## src/rtl/cla20_acc_seq_pkg.sv

```systemverilog
// Shared definitions for the frame accumulator and other users of the cla20d add/sub cell.
// Holds the state encoding, default widths and signed-overflow detection.
package cla20_acc_seq_pkg;

    localparam int WIDTH_DEF = 19;
    localparam int CNT_W_DEF = 8;

    typedef enum logic {
        ACC  = 1'b0,
        HOLD = 1'b1
    } state_t;

    // Two's-complement overflow from the sign bits of A, B and the truncated sum S.
    function automatic logic add_ovf(input logic a_msb, input logic b_msb,
                                     input logic s_msb, input logic sub);
        if (sub)
            return (a_msb != b_msb) && (s_msb != a_msb);
        else
            return (a_msb == b_msb) && (s_msb != a_msb);
    endfunction

endpackage

```

## src/rtl/cla20_acc_seq_if.sv

```systemverilog
// Operand and result streams of the frame accumulator, both valid/ready.
// The master side is the producer/consumer environment, the slave side is the accumulator.
interface cla20_acc_seq_if
    import cla20_acc_seq_pkg::*;
#(
    parameter int WIDTH = WIDTH_DEF,
    parameter int CNT_W = CNT_W_DEF
);
    logic             in_valid;
    logic             in_ready;
    logic [WIDTH:0]   in_data;
    logic             in_sub;
    logic             in_last;
    logic             out_valid;
    logic             out_ready;
    logic [WIDTH:0]   out_data;
    logic [CNT_W-1:0] out_count;
    logic             out_ovf;

    modport master (
        output in_valid, in_data, in_sub, in_last, out_ready,
        input  in_ready, out_valid, out_data, out_count, out_ovf
    );

    modport slave (
        input  in_valid, in_data, in_sub, in_last, out_ready,
        output in_ready, out_valid, out_data, out_count, out_ovf
    );
endinterface

```

## src/rtl/cla20_acc_seq_cla20d.sv

```systemverilog
// cla20d: carry-lookahead add/sub cell, out = a + b (in=0) or a - b (in=1).
// 4-bit lookahead groups chained group to group; out carries one extra carry bit on top.
module cla20d #(
    parameter int WIDTH = 19
) (
    input  logic [WIDTH:0]   a,
    input  logic [WIDTH:0]   b,
    input  logic             in,
    output logic [WIDTH+1:0] out
);
    localparam int N  = WIDTH + 1;
    localparam int NG = (N + 3) / 4;
    localparam int NP = NG * 4;

    logic [NP-1:0] g;
    logic [NP-1:0] p;
    logic [NP:0]   c;

    // Subtraction as a + ~b + 1; padded upper bits neither generate nor propagate.
    assign g = NP'(a & (b ^ {N{in}}));
    assign p = NP'(a ^ (b ^ {N{in}}));

    always_comb begin
        // NOTE: every bit of c gets a default before the loop so no path leaves it unassigned and
        // infers a latch.
        c    = '0;
        c[0] = in;
        for (int gi = 0; gi < NG; gi++) begin
            c[4*gi+1] = g[4*gi] | (p[4*gi] & c[4*gi]);
            c[4*gi+2] = g[4*gi+1] | (p[4*gi+1] & g[4*gi])
                      | (p[4*gi+1] & p[4*gi] & c[4*gi]);
            c[4*gi+3] = g[4*gi+2] | (p[4*gi+2] & g[4*gi+1])
                      | (p[4*gi+2] & p[4*gi+1] & g[4*gi])
                      | (p[4*gi+2] & p[4*gi+1] & p[4*gi] & c[4*gi]);
            c[4*gi+4] = (g[4*gi+3] | (p[4*gi+3] & g[4*gi+2])
                      | (p[4*gi+3] & p[4*gi+2] & g[4*gi+1])
                      | (p[4*gi+3] & p[4*gi+2] & p[4*gi+1] & g[4*gi]))
                      | (&p[4*gi +: 4] & c[4*gi]);
        end
    end

    assign out = {c[N], p[N-1:0] ^ c[N-1:0]};
endmodule

```

## src/rtl/cla20_acc_seq.sv

```systemverilog
// Frame accumulator: adds/subtracts each accepted operand into a running sum and presents
// sum, saturating beat count and sticky signed overflow when the frame's last beat arrives.
module cla20_acc_seq
    import cla20_acc_seq_pkg::*;
#(
    parameter int WIDTH = WIDTH_DEF,
    parameter int CNT_W = CNT_W_DEF
) (
    input  logic            clk,
    input  logic            rst,
    cla20_acc_seq_if.slave  bus
);
    state_t           state;
    logic [WIDTH:0]   acc;
    logic [CNT_W-1:0] cnt;
    logic             ovf;

    logic [WIDTH:0]   sum;
    logic             carry_unused;
    logic [CNT_W-1:0] cnt_nxt;
    logic             ovf_nxt;
    logic             accept;

    cla20d #(.WIDTH(WIDTH)) u_cla (
        .a   (acc),
        .b   (bus.in_data),
        .in  (bus.in_sub),
        .out ({carry_unused, sum})
    );

    assign accept  = bus.in_valid & bus.in_ready;
    assign cnt_nxt = (&cnt) ? cnt : cnt + 1'b1;
    assign ovf_nxt = ovf | add_ovf(acc[WIDTH], bus.in_data[WIDTH], sum[WIDTH], bus.in_sub);

    // in_ready and out_valid are registered copies of the state so no input reaches an output
    // combinationally.
    always_ff @(posedge clk) begin
        // NOTE: state registers use non-blocking assignments so every reader sees pre-edge values.
        if (rst) begin
            state         <= ACC;
            acc           <= '0;
            cnt           <= '0;
            ovf           <= 1'b0;
            bus.in_ready  <= 1'b1;
            bus.out_valid <= 1'b0;
            bus.out_data  <= '0;
            bus.out_count <= '0;
            bus.out_ovf   <= 1'b0;
        end else begin
            case (state)
                ACC: begin
                    if (accept) begin
                        acc <= sum;
                        cnt <= cnt_nxt;
                        ovf <= ovf_nxt;
                        if (bus.in_last) begin
                            bus.out_data  <= sum;
                            bus.out_count <= cnt_nxt;
                            bus.out_ovf   <= ovf_nxt;
                            bus.out_valid <= 1'b1;
                            bus.in_ready  <= 1'b0;
                            state         <= HOLD;
                        end
                    end
                end
                HOLD: begin
                    if (bus.out_ready) begin
                        acc           <= '0;
                        cnt           <= '0;
                        ovf           <= 1'b0;
                        bus.out_valid <= 1'b0;
                        bus.in_ready  <= 1'b1;
                        state         <= ACC;
                    end
                end
                default: state <= ACC;
            endcase
        end
    end
endmodule

```

## src/flat_wrapper.sv

```systemverilog
// flat-port wrapper written by rule: the top's interface ports become plain ports
module cla20_acc_seq_flat import cla20_acc_seq_pkg::*;
#(
    parameter int WIDTH = WIDTH_DEF,
    parameter int CNT_W = CNT_W_DEF
)
  (clk, rst, bus_in_valid, bus_in_data, bus_in_sub, bus_in_last, bus_out_ready, bus_in_ready, bus_out_valid, bus_out_data, bus_out_count, bus_out_ovf);
  cla20_acc_seq_if #(.WIDTH(WIDTH), .CNT_W(CNT_W)) bus_i ();
  input  logic clk;
  input  logic rst;
  input wire logic [$bits(bus_i.in_valid)-1:0] bus_in_valid;
  input wire logic [$bits(bus_i.in_data)-1:0] bus_in_data;
  input wire logic [$bits(bus_i.in_sub)-1:0] bus_in_sub;
  input wire logic [$bits(bus_i.in_last)-1:0] bus_in_last;
  input wire logic [$bits(bus_i.out_ready)-1:0] bus_out_ready;
  output wire logic [$bits(bus_i.in_ready)-1:0] bus_in_ready;
  output wire logic [$bits(bus_i.out_valid)-1:0] bus_out_valid;
  output wire logic [$bits(bus_i.out_data)-1:0] bus_out_data;
  output wire logic [$bits(bus_i.out_count)-1:0] bus_out_count;
  output wire logic [$bits(bus_i.out_ovf)-1:0] bus_out_ovf;
  assign bus_i.in_valid = bus_in_valid;
  assign bus_i.in_data = bus_in_data;
  assign bus_i.in_sub = bus_in_sub;
  assign bus_i.in_last = bus_in_last;
  assign bus_i.out_ready = bus_out_ready;
  assign bus_in_ready = bus_i.in_ready;
  assign bus_out_valid = bus_i.out_valid;
  assign bus_out_data = bus_i.out_data;
  assign bus_out_count = bus_i.out_count;
  assign bus_out_ovf = bus_i.out_ovf;
  cla20_acc_seq #(.WIDTH(WIDTH), .CNT_W(CNT_W)) u_core (.clk(clk), .rst(rst), .bus(bus_i));
endmodule
```

## config.mk

```make
export PLATFORM = sky130hd
export DESIGN_NAME = cla20_acc_seq_flat
export DESIGN_NICKNAME = d
export VERILOG_FILES = /design/src/rtl/cla20_acc_seq_pkg.sv /design/src/rtl/cla20_acc_seq_if.sv /design/src/rtl/cla20_acc_seq_cla20d.sv /design/src/rtl/cla20_acc_seq.sv /design/src/flat_wrapper.sv
export SDC_FILE = /design/constraint.sdc
export NUM_CORES = 1
export LEC_CHECK = 0
export ABC_AREA = 1
export BUFFER_PORTS_ARGS = -buffer_cell sky130_fd_sc_hd__clkbuf_2
export CELL_PAD_IN_SITES_DETAIL_PLACEMENT = 1
export CELL_PAD_IN_SITES_GLOBAL_PLACEMENT = 2
export CORE_MARGIN = 2
export CORE_UTILIZATION = 34
export CTS_CLUSTER_DIAMETER = 80
export DETAILED_ROUTE_END_ITERATION = 12
export PLACE_DENSITY_LB_ADDON = 0.1
export SETUP_SLACK_MARGIN = 0.15
export SLEW_MARGIN = 20
export SYNTH_ARGS = -nofsm -noshare
export SYNTH_HDL_FRONTEND = slang
export SYNTH_SLANG_ARGS = --single-unit
```

## constraint.sdc

```tcl
create_clock -name clk -period 5.9 [get_ports clk]
set_input_delay 0.295 -clock clk [delete_from_list [all_inputs] [get_ports clk]]
set_output_delay 0.295 -clock clk [all_outputs]
set_load 0.005 [all_outputs]
```

Word level (Yosys, flattened, before mapping)
Index checks and enable logic that the tools add are counted.
{"block": "word_totals", "regBits": 61, "inputBits": 26, "wordCells": 170}
{"block": "classes", "n_mux": 22, "bitwise": 122, "reduce_logical": 10, "n_eq_ne": 6, "add_sub_neg": 1}
{"cell": "bitwise AND 1 bit", "n": 70}
{"cell": "bitwise XOR 20 bit", "n": 3}
{"cell": "bitwise OR 1 bit", "n": 47}
{"cell": "2-to-1 mux 20 bit", "n": 2}
{"cell": "case mux 20 bit (2 select lines)", "n": 1}
{"cell": "2-to-1 mux 8 bit", "n": 3}
{"cell": "bitwise AND 19 bit", "n": 1}
{"cell": "case mux 8 bit (2 select lines)", "n": 1}
{"cell": "AND reduction 4 bit", "n": 4}
{"cell": "2-to-1 mux 1 bit", "n": 11}
{"cell": "adder 8 x 1 -> 8 bit (second input constant)", "n": 1}
{"cell": "case mux 1 bit (2 select lines)", "n": 4}
{"cell": "AND reduction 8 bit", "n": 1}
{"cell": "AND reduction 3 bit", "n": 2}
{"cell": "inequality test 2 bit (second input constant)", "n": 2}
{"cell": "logical AND 1 bit", "n": 2}
{"cell": "inequality test 1 bit", "n": 2}
{"cell": "inequality test 2 x 1 -> 1 bit (second input constant)", "n": 1}
{"cell": "AND reduction 2 bit", "n": 1}
{"cell": "equality test 1 bit", "n": 1}
{"cell": "inverter 1 bit", "n": 1}

Longest topological paths before layout
{"block": "logic_depth", "ltp_word": 22, "ltp_mapped": 22}

By module
A second synthesis with hierarchy kept.
{"block": "hier_totals", "hier_cells": 480, "hier_area_um2": 3503.4}
{"module": "cla20_acc_seq", "seq_area_each_um2": 1221.2, "instances": 1, "cells_each": 326, "area_per_inst_um2": 2441.1}
{"module": "cla20d", "seq_area_each_um2": 0.0, "instances": 1, "cells_each": 154, "area_per_inst_um2": 1062.3}

Least setup slack after synthesis
No wires, ideal clock.
{"block": "synth_timing", "kind": "input-to-reg", "startpoint": "in bus_in_sub", "endpoint": "reg u_core.bus.out_data[17]", "n_path_buf": 3, "slack_ps": 2978, "t_required_ps": 5784, "setup_ps": 116, "cell_stages": 17, "t_arrival_ps": 2806, "cell_sequence": "buf_6 buf_2 buf_2 xor2_1 ha_1 a21oi_1 nand2_1 a21oi_1 nand2_2 nand2_2 nand2_4 nand2_2 nand2_4 fa_1 xor2_1 o21ai_0 nor2_1"}
{"block": "synth_between", "elab_chain_cells": 16}
{"element": "start: declaration", "line_no": "flat_wrapper.sv:13", "source": "input wire logic [$bits(bus_i.in_sub)-1:0] bus_in_sub;"}
{"element": "bitwise XOR 20 bit", "line_no": "cla20_acc_seq_cla20d.sv:21", "source": "assign p = NP'(a ^ (b ^ {N{in}}));"}
{"element": "bitwise XOR 20 bit / bitwise AND 19 bit (equally long branches)", "line_no": "cla20_acc_seq_cla20d.sv:21, cla20_acc_seq_cla20d.sv:20"}
{"element": "bitwise AND 1 bit, on equally long branches", "line_no": "cla20_acc_seq_cla20d.sv:35, cla20_acc_seq_cla20d.sv:36, cla20_acc_seq_cla20d.sv:37"}
{"element": "bitwise OR 1 bit (tied with other cells)", "line_no": "cla20_acc_seq_cla20d.sv:35", "source": "c[4*gi+4] = (g[4*gi+3] | (p[4*gi+3] & g[4*gi+2])"}
{"element": "bitwise OR 1 bit / bitwise AND 1 bit (equally long branches)", "line_no": "cla20_acc_seq_cla20d.sv:36, cla20_acc_seq_cla20d.sv:37"}
{"element": "bitwise OR 1 bit", "line_no": "cla20_acc_seq_cla20d.sv:37", "source": "| (p[4*gi+3] & p[4*gi+2] & p[4*gi+1] & g[4*gi]))"}
{"element": "bitwise OR 1 bit", "line_no": "cla20_acc_seq_cla20d.sv:38", "source": "| (&p[4*gi +: 4] & c[4*gi]);"}
{"element": "bitwise AND 1 bit", "line_no": "cla20_acc_seq_cla20d.sv:38"}
{"element": "bitwise OR 1 bit", "line_no": "cla20_acc_seq_cla20d.sv:38"}
{"element": "bitwise AND 1 bit", "line_no": "cla20_acc_seq_cla20d.sv:38"}
{"element": "bitwise OR 1 bit", "line_no": "cla20_acc_seq_cla20d.sv:38"}
{"element": "bitwise AND 1 bit", "line_no": "cla20_acc_seq_cla20d.sv:38"}
{"element": "bitwise OR 1 bit", "line_no": "cla20_acc_seq_cla20d.sv:38"}
{"element": "bitwise AND 1 bit", "line_no": "cla20_acc_seq_cla20d.sv:29", "source": "c[4*gi+1] = g[4*gi] | (p[4*gi] & c[4*gi]);"}
{"element": "bitwise OR 1 bit", "line_no": "cla20_acc_seq_cla20d.sv:29"}
{"element": "bitwise XOR 20 bit (*)", "line_no": "cla20_acc_seq_cla20d.sv:42", "source": "assign out = {c[N], p[N-1:0] ^ c[N-1:0]};"}
{"element": "end signal: assignment", "line_no": "cla20_acc_seq.sv:57", "source": "bus.out_data <= sum;"}
{"element": "end: declaration", "line_no": "cla20_acc_seq_if.sv:27", "source": "output in_ready, out_valid, out_data, out_count, out_ovf"}
Mark *: on every way between the ends. The rest lies on a longest branch, timed or not.
A chain may end at the register's enable or synchronous reset.

Final worst setup path
{"block": "layout_timing", "startpoint": "in bus_in_sub", "endpoint": "reg u_core.acc[17]"}
{"block": "layout_between", "elab_chain_cells": 18}
{"element": "bitwise XOR 20 bit", "line_no": "cla20_acc_seq_cla20d.sv:21"}
{"element": "bitwise XOR 20 bit / bitwise AND 19 bit (equally long branches)", "line_no": "cla20_acc_seq_cla20d.sv:21, cla20_acc_seq_cla20d.sv:20"}
{"element": "bitwise AND 1 bit, on equally long branches", "line_no": "cla20_acc_seq_cla20d.sv:35, cla20_acc_seq_cla20d.sv:36, cla20_acc_seq_cla20d.sv:37"}
{"element": "bitwise OR 1 bit (tied with other cells)", "line_no": "cla20_acc_seq_cla20d.sv:35"}
{"element": "bitwise OR 1 bit / bitwise AND 1 bit (equally long branches)", "line_no": "cla20_acc_seq_cla20d.sv:36, cla20_acc_seq_cla20d.sv:37"}
{"element": "bitwise OR 1 bit", "line_no": "cla20_acc_seq_cla20d.sv:37"}
{"element": "bitwise OR 1 bit", "line_no": "cla20_acc_seq_cla20d.sv:38"}
{"element": "bitwise AND 1 bit", "line_no": "cla20_acc_seq_cla20d.sv:38"}
{"element": "[2 not listed]"}
{"element": "bitwise OR 1 bit", "line_no": "cla20_acc_seq_cla20d.sv:38"}
{"element": "bitwise AND 1 bit", "line_no": "cla20_acc_seq_cla20d.sv:38"}
{"element": "bitwise OR 1 bit", "line_no": "cla20_acc_seq_cla20d.sv:38"}
{"element": "bitwise AND 1 bit", "line_no": "cla20_acc_seq_cla20d.sv:29"}
{"element": "bitwise OR 1 bit", "line_no": "cla20_acc_seq_cla20d.sv:29"}
{"element": "bitwise XOR 20 bit (*)", "line_no": "cla20_acc_seq_cla20d.sv:42"}
{"element": "2-to-1 mux 20 bit (*)", "line_no": "cla20_acc_seq.sv:52", "source": "if (accept) begin"}
{"element": "case mux 20 bit (2 select lines) (*)", "line_no": "cla20_acc_seq.sv:50", "source": "case (state)"}
{"element": "end signal: assignment", "line_no": "cla20_acc_seq.sv:53", "source": "acc <= sum;"}
{"element": "end: declaration", "line_no": "cla20_acc_seq.sv:14", "source": "logic [WIDTH:0] acc;"}
Mark *: on every way between the ends. The rest lies on a longest branch, timed or not. The select of a mux whose other input is x is not followed.

==> impl_metrics.csv <==
group,metric,value,unit
clock_tree,cts-root-buf,"sky130_fd_sc_hd__clkbuf_8",
final_layout,syn_to_final_growth,18.30,%
sta,worst_slew_margin_rel,0.4943,
clock_tree,clkSlewWorstSetupHoldPaths,0.07,ns
critical_path,setup.worst_path.class,"in -> reg",
route,postRouteAntennaNets,0,
pwr,p_per_area,308.4,nW/um2
critical_path,sort_of_element_at_the_end_of_the_critical_path,"flip-flop",
synthesis,synth.yosys.warnings,0,
sta,fin_tns_setup,0,ns
pwr,leakage,1.851,nW
hold_path,timing.hold.worst.class,"in -> reg",
placed_design,port-buffer-count,56,
sta,rsz0062_at_grt,"no",
final_layout,number_of_inserted_diodes,0,
die,core_footprint,9639,um2
route,via_count_of_the_routed_design,2980,
critical_path,setup.worst_path.start_class,"primary input",
final_layout,nets,546,
route,drt_pre_antenna_iters,3,
pwr,post-layout-total-power,1.220,mW
clock_tree,tritoncts,"yes",
synthesis,synth_seq_cells,61,
final_layout,final_cell_count_without_fillers,634,
global_routing,overflow,0,
clock_tree,numClockSinks,61,
placed_design,numPlacedInstances,618,
synthesis,ys_types,36,
sta,report.final.slew_viol_count,0,
global_routing,vias_in_the_first_global_route,3076,
global_routing,maximum_number_of_pins_on_one_net_before_global_route_repair,46,
critical_path,worst-endpoint-arrival,3.03,ns
die,floorplan.die_area,10640,um2
job,maxCapViolations,0,
die,die_h,103.2,um
global_routing,groute.usage.overall,0.1766,
clock_tree,tritoncts.num_buffers,9,
synthesis,yosysSeqAreaShare,0.3653,
synthesis,post_synth_inst_count,444,
global_routing,grt_pass1_wl,14420,um
route,dr.first_iter.drc_count,58,
sta,fmaxAchievable,0.3631,GHz
clock_tree,cts.hold.buffers_added,0,
run_status,run_status,"finished clean",
synthesis,syn-num-nets,494,
placed_design,dp_hpwl,6046,um
critical_path,rrSetupSlack,3.58,ns
sta,post-route-period-util,0.4668,
placed_design,place.gp.congestion,0.7700,
synthesis,syn-cell-area,3343,um2
die,die_width,103.2,um
sta,setup_viol,0,
die,initial_core_utilization,0.3468,
sta,hold_violations,0,
route,via_per_inst,4.700,
die,ioPinCount,57,
synthesis,postSynthAreaPerCell,7.530,um2
sta,worst_hold_slack,0.2189,ns
sta,max_slew.worst_pin.slew,0.7586,ns
route,drt_wl_total,8659,um
clock_tree,post-cts-setup-buffer-count,0,
sta,worst_clock_skew,0.008681,ns
global_routing,grt_antenna_before_repair,0,
clock_tree,cts-htree-levels,3,
critical_path,worstPathMaxFanout,23,
final_layout,drive_gt1_frac,0.1956,
clock_tree,clockBufferDepth,2,
clock_tree,post_cts_resize_count,0,
route,route.detailed.wl_per_inst,13.66,um
pwr,max-vdd-ir-drop,0.09598,mV
route,post-route-drc-count,0,
die,rows,36,
critical_path,worstPathRequired,6.17,ns
clock_tree,worst_skew_late_latency,0.34,ns
final_layout,final_core_utilization,0.4103,
sta,post-route-min-period,2.754,ns
## critical path, cell delays in order
cell	delay, ns
sky130_fd_sc_hd__clkbuf_2	0.43
sky130_fd_sc_hd__xor2_1	0.32
sky130_fd_sc_hd__ha_1	0.39
sky130_fd_sc_hd__a21oi_1	0.16
sky130_fd_sc_hd__nand2_1	0.06
sky130_fd_sc_hd__a21oi_1	0.15
sky130_fd_sc_hd__nand2_2	0.11
sky130_fd_sc_hd__nand2_2	0.08
sky130_fd_sc_hd__nand2_4	0.06
sky130_fd_sc_hd__nand2_2	0.08
sky130_fd_sc_hd__nand2_4	0.06
sky130_fd_sc_hd__fa_1	0.40
sky130_fd_sc_hd__xor2_1	0.20
sky130_fd_sc_hd__nand2_1	0.07
sky130_fd_sc_hd__a21oi_1	0.15
## layer usage
metal / vias up / global-route usage / wire length [um]
li1: 1536 / - / -
met1: 1396 / 0.2152 / 4158
met2: 39 / 0.3067 / 4149
met3: 9 / 0.03932 / 258
met4: 0 / 0.06073 / 93
met5: - / 0 / 0
## layout make-up
class | count | area, um2
fill | 1258 | 5684
clock inverter | 3 | 42.54
clock buffer | 13 | 168.9
inverter | 34 | 127.6
tap | 133 | 166.4
timing repair buffer | 61 | 317.8
sequential | 61 | 1221
multi-input combinational | 329 | 1911
## power by group
group	switching, mW	internal, mW	total (mW)
clock	0.169	0.229	0.398
combinational	0.207	0.136	0.344
sequential	0.0243	0.453	0.477
## cells by family after synthesis
group                    synth area share
XOR/XNOR                          0.09169
adder cells (fa/ha/maj)           0.09880
flip-flops                         0.3653
buffers and inverters             0.06474
AO/OA/AOI/OAI                      0.1340
multiplexers                     0.006362
AND/OR/NAND/NOR                    0.2392
## flip-flops by register name, indices dropped and copies added (netlist names)
register and cells:
u_core.acc 20, u_core.bus.in_ready 1, u_core.bus.out_count 8, u_core.bus.out_data 20, u_core.bus.out_ovf 1, u_core.bus.out_valid 1, u_core.cnt 8, u_core.ovf 1
u_core.state 1
## synthesized netlist by cell type (all sizes together)
| library cell | instances | share of area |
|---|---|---|
| o211ai | 1 | 0.0022 |
| a21o | 1 | 0.0022 |
| a211oi | 1 | 0.0037 |
| xor2 | 29 | 0.076 |
| o21ai | 26 | 0.039 |
| nor3 | 3 | 0.0060 |
| ha | 20 | 0.075 |
| clkinv | 1 | 0.0011 |
| clkbuf | 11 | 0.012 |
| a21oi | 54 | 0.082 |
| a31oi | 1 | 0.0019 |
| nand3 | 20 | 0.034 |
| mux2i | 1 | 0.0030 |
| o32a | 1 | 0.0030 |
| buf | 9 | 0.014 |
| nor4 | 1 | 0.0019 |
| nor2 | 52 | 0.058 |
| fa | 4 | 0.024 |
| nand2 | 102 | 0.13 |
| inv | 33 | 0.037 |
| nand4 | 1 | 0.0019 |
| dfxtp | 61 | 0.37 |
| or2 | 3 | 0.0056 |
| xnor2 | 6 | 0.016 |
| nand3b | 1 | 0.0022 |
| mux2 | 1 | 0.0034 |
## cells in the final DEF (no fill, tap or decap), types with 2 or more instances in the layout
cell type and count:
sky130_fd_sc_hd__xnor2_1 6, sky130_fd_sc_hd__nand2_2 7, sky130_fd_sc_hd__a21oi_1 53, sky130_fd_sc_hd__xor2_1 29
sky130_fd_sc_hd__clkbuf_2 56, sky130_fd_sc_hd__dfxtp_1 61, sky130_fd_sc_hd__buf_4 5, sky130_fd_sc_hd__o21ai_0 25
sky130_fd_sc_hd__nor3_1 2, sky130_fd_sc_hd__ha_1 20, sky130_fd_sc_hd__nor2_1 50, sky130_fd_sc_hd__nand2_1 91
sky130_fd_sc_hd__nor2_2 2, sky130_fd_sc_hd__nand3_2 3, sky130_fd_sc_hd__inv_1 32, sky130_fd_sc_hd__fa_1 4
sky130_fd_sc_hd__nand2_4 4, sky130_fd_sc_hd__clkbuf_8 12, sky130_fd_sc_hd__nand3_1 17, sky130_fd_sc_hd__or2_1 2
## per-stage QoR
| stage | area, um2 | setup WS [ns] |
|---|---|---|
| after floorplan | 3343 | 2.978 |
| after global placement | 3744 | 2.790 |
| after detailed placement | 3744 | 2.735 |
| after CTS | 3955 | 3.107 |
| after global routing | 3955 | 2.882 |
| final | 3955 | 3.146 |
## worst paths after layout
path,startpoint,to,depth (start not counted)
setup / recovery,bus_in_sub,u_core.acc[17],15
hold / removal,bus_out_ready,u_core.state,4
setup reg to reg,u_core.acc[1],u_core.acc[17],15
hold reg to reg,u_core.bus.out_valid,u_core.bus.out_valid,2
Note: power is estimated with default switching activity, not from simulation.
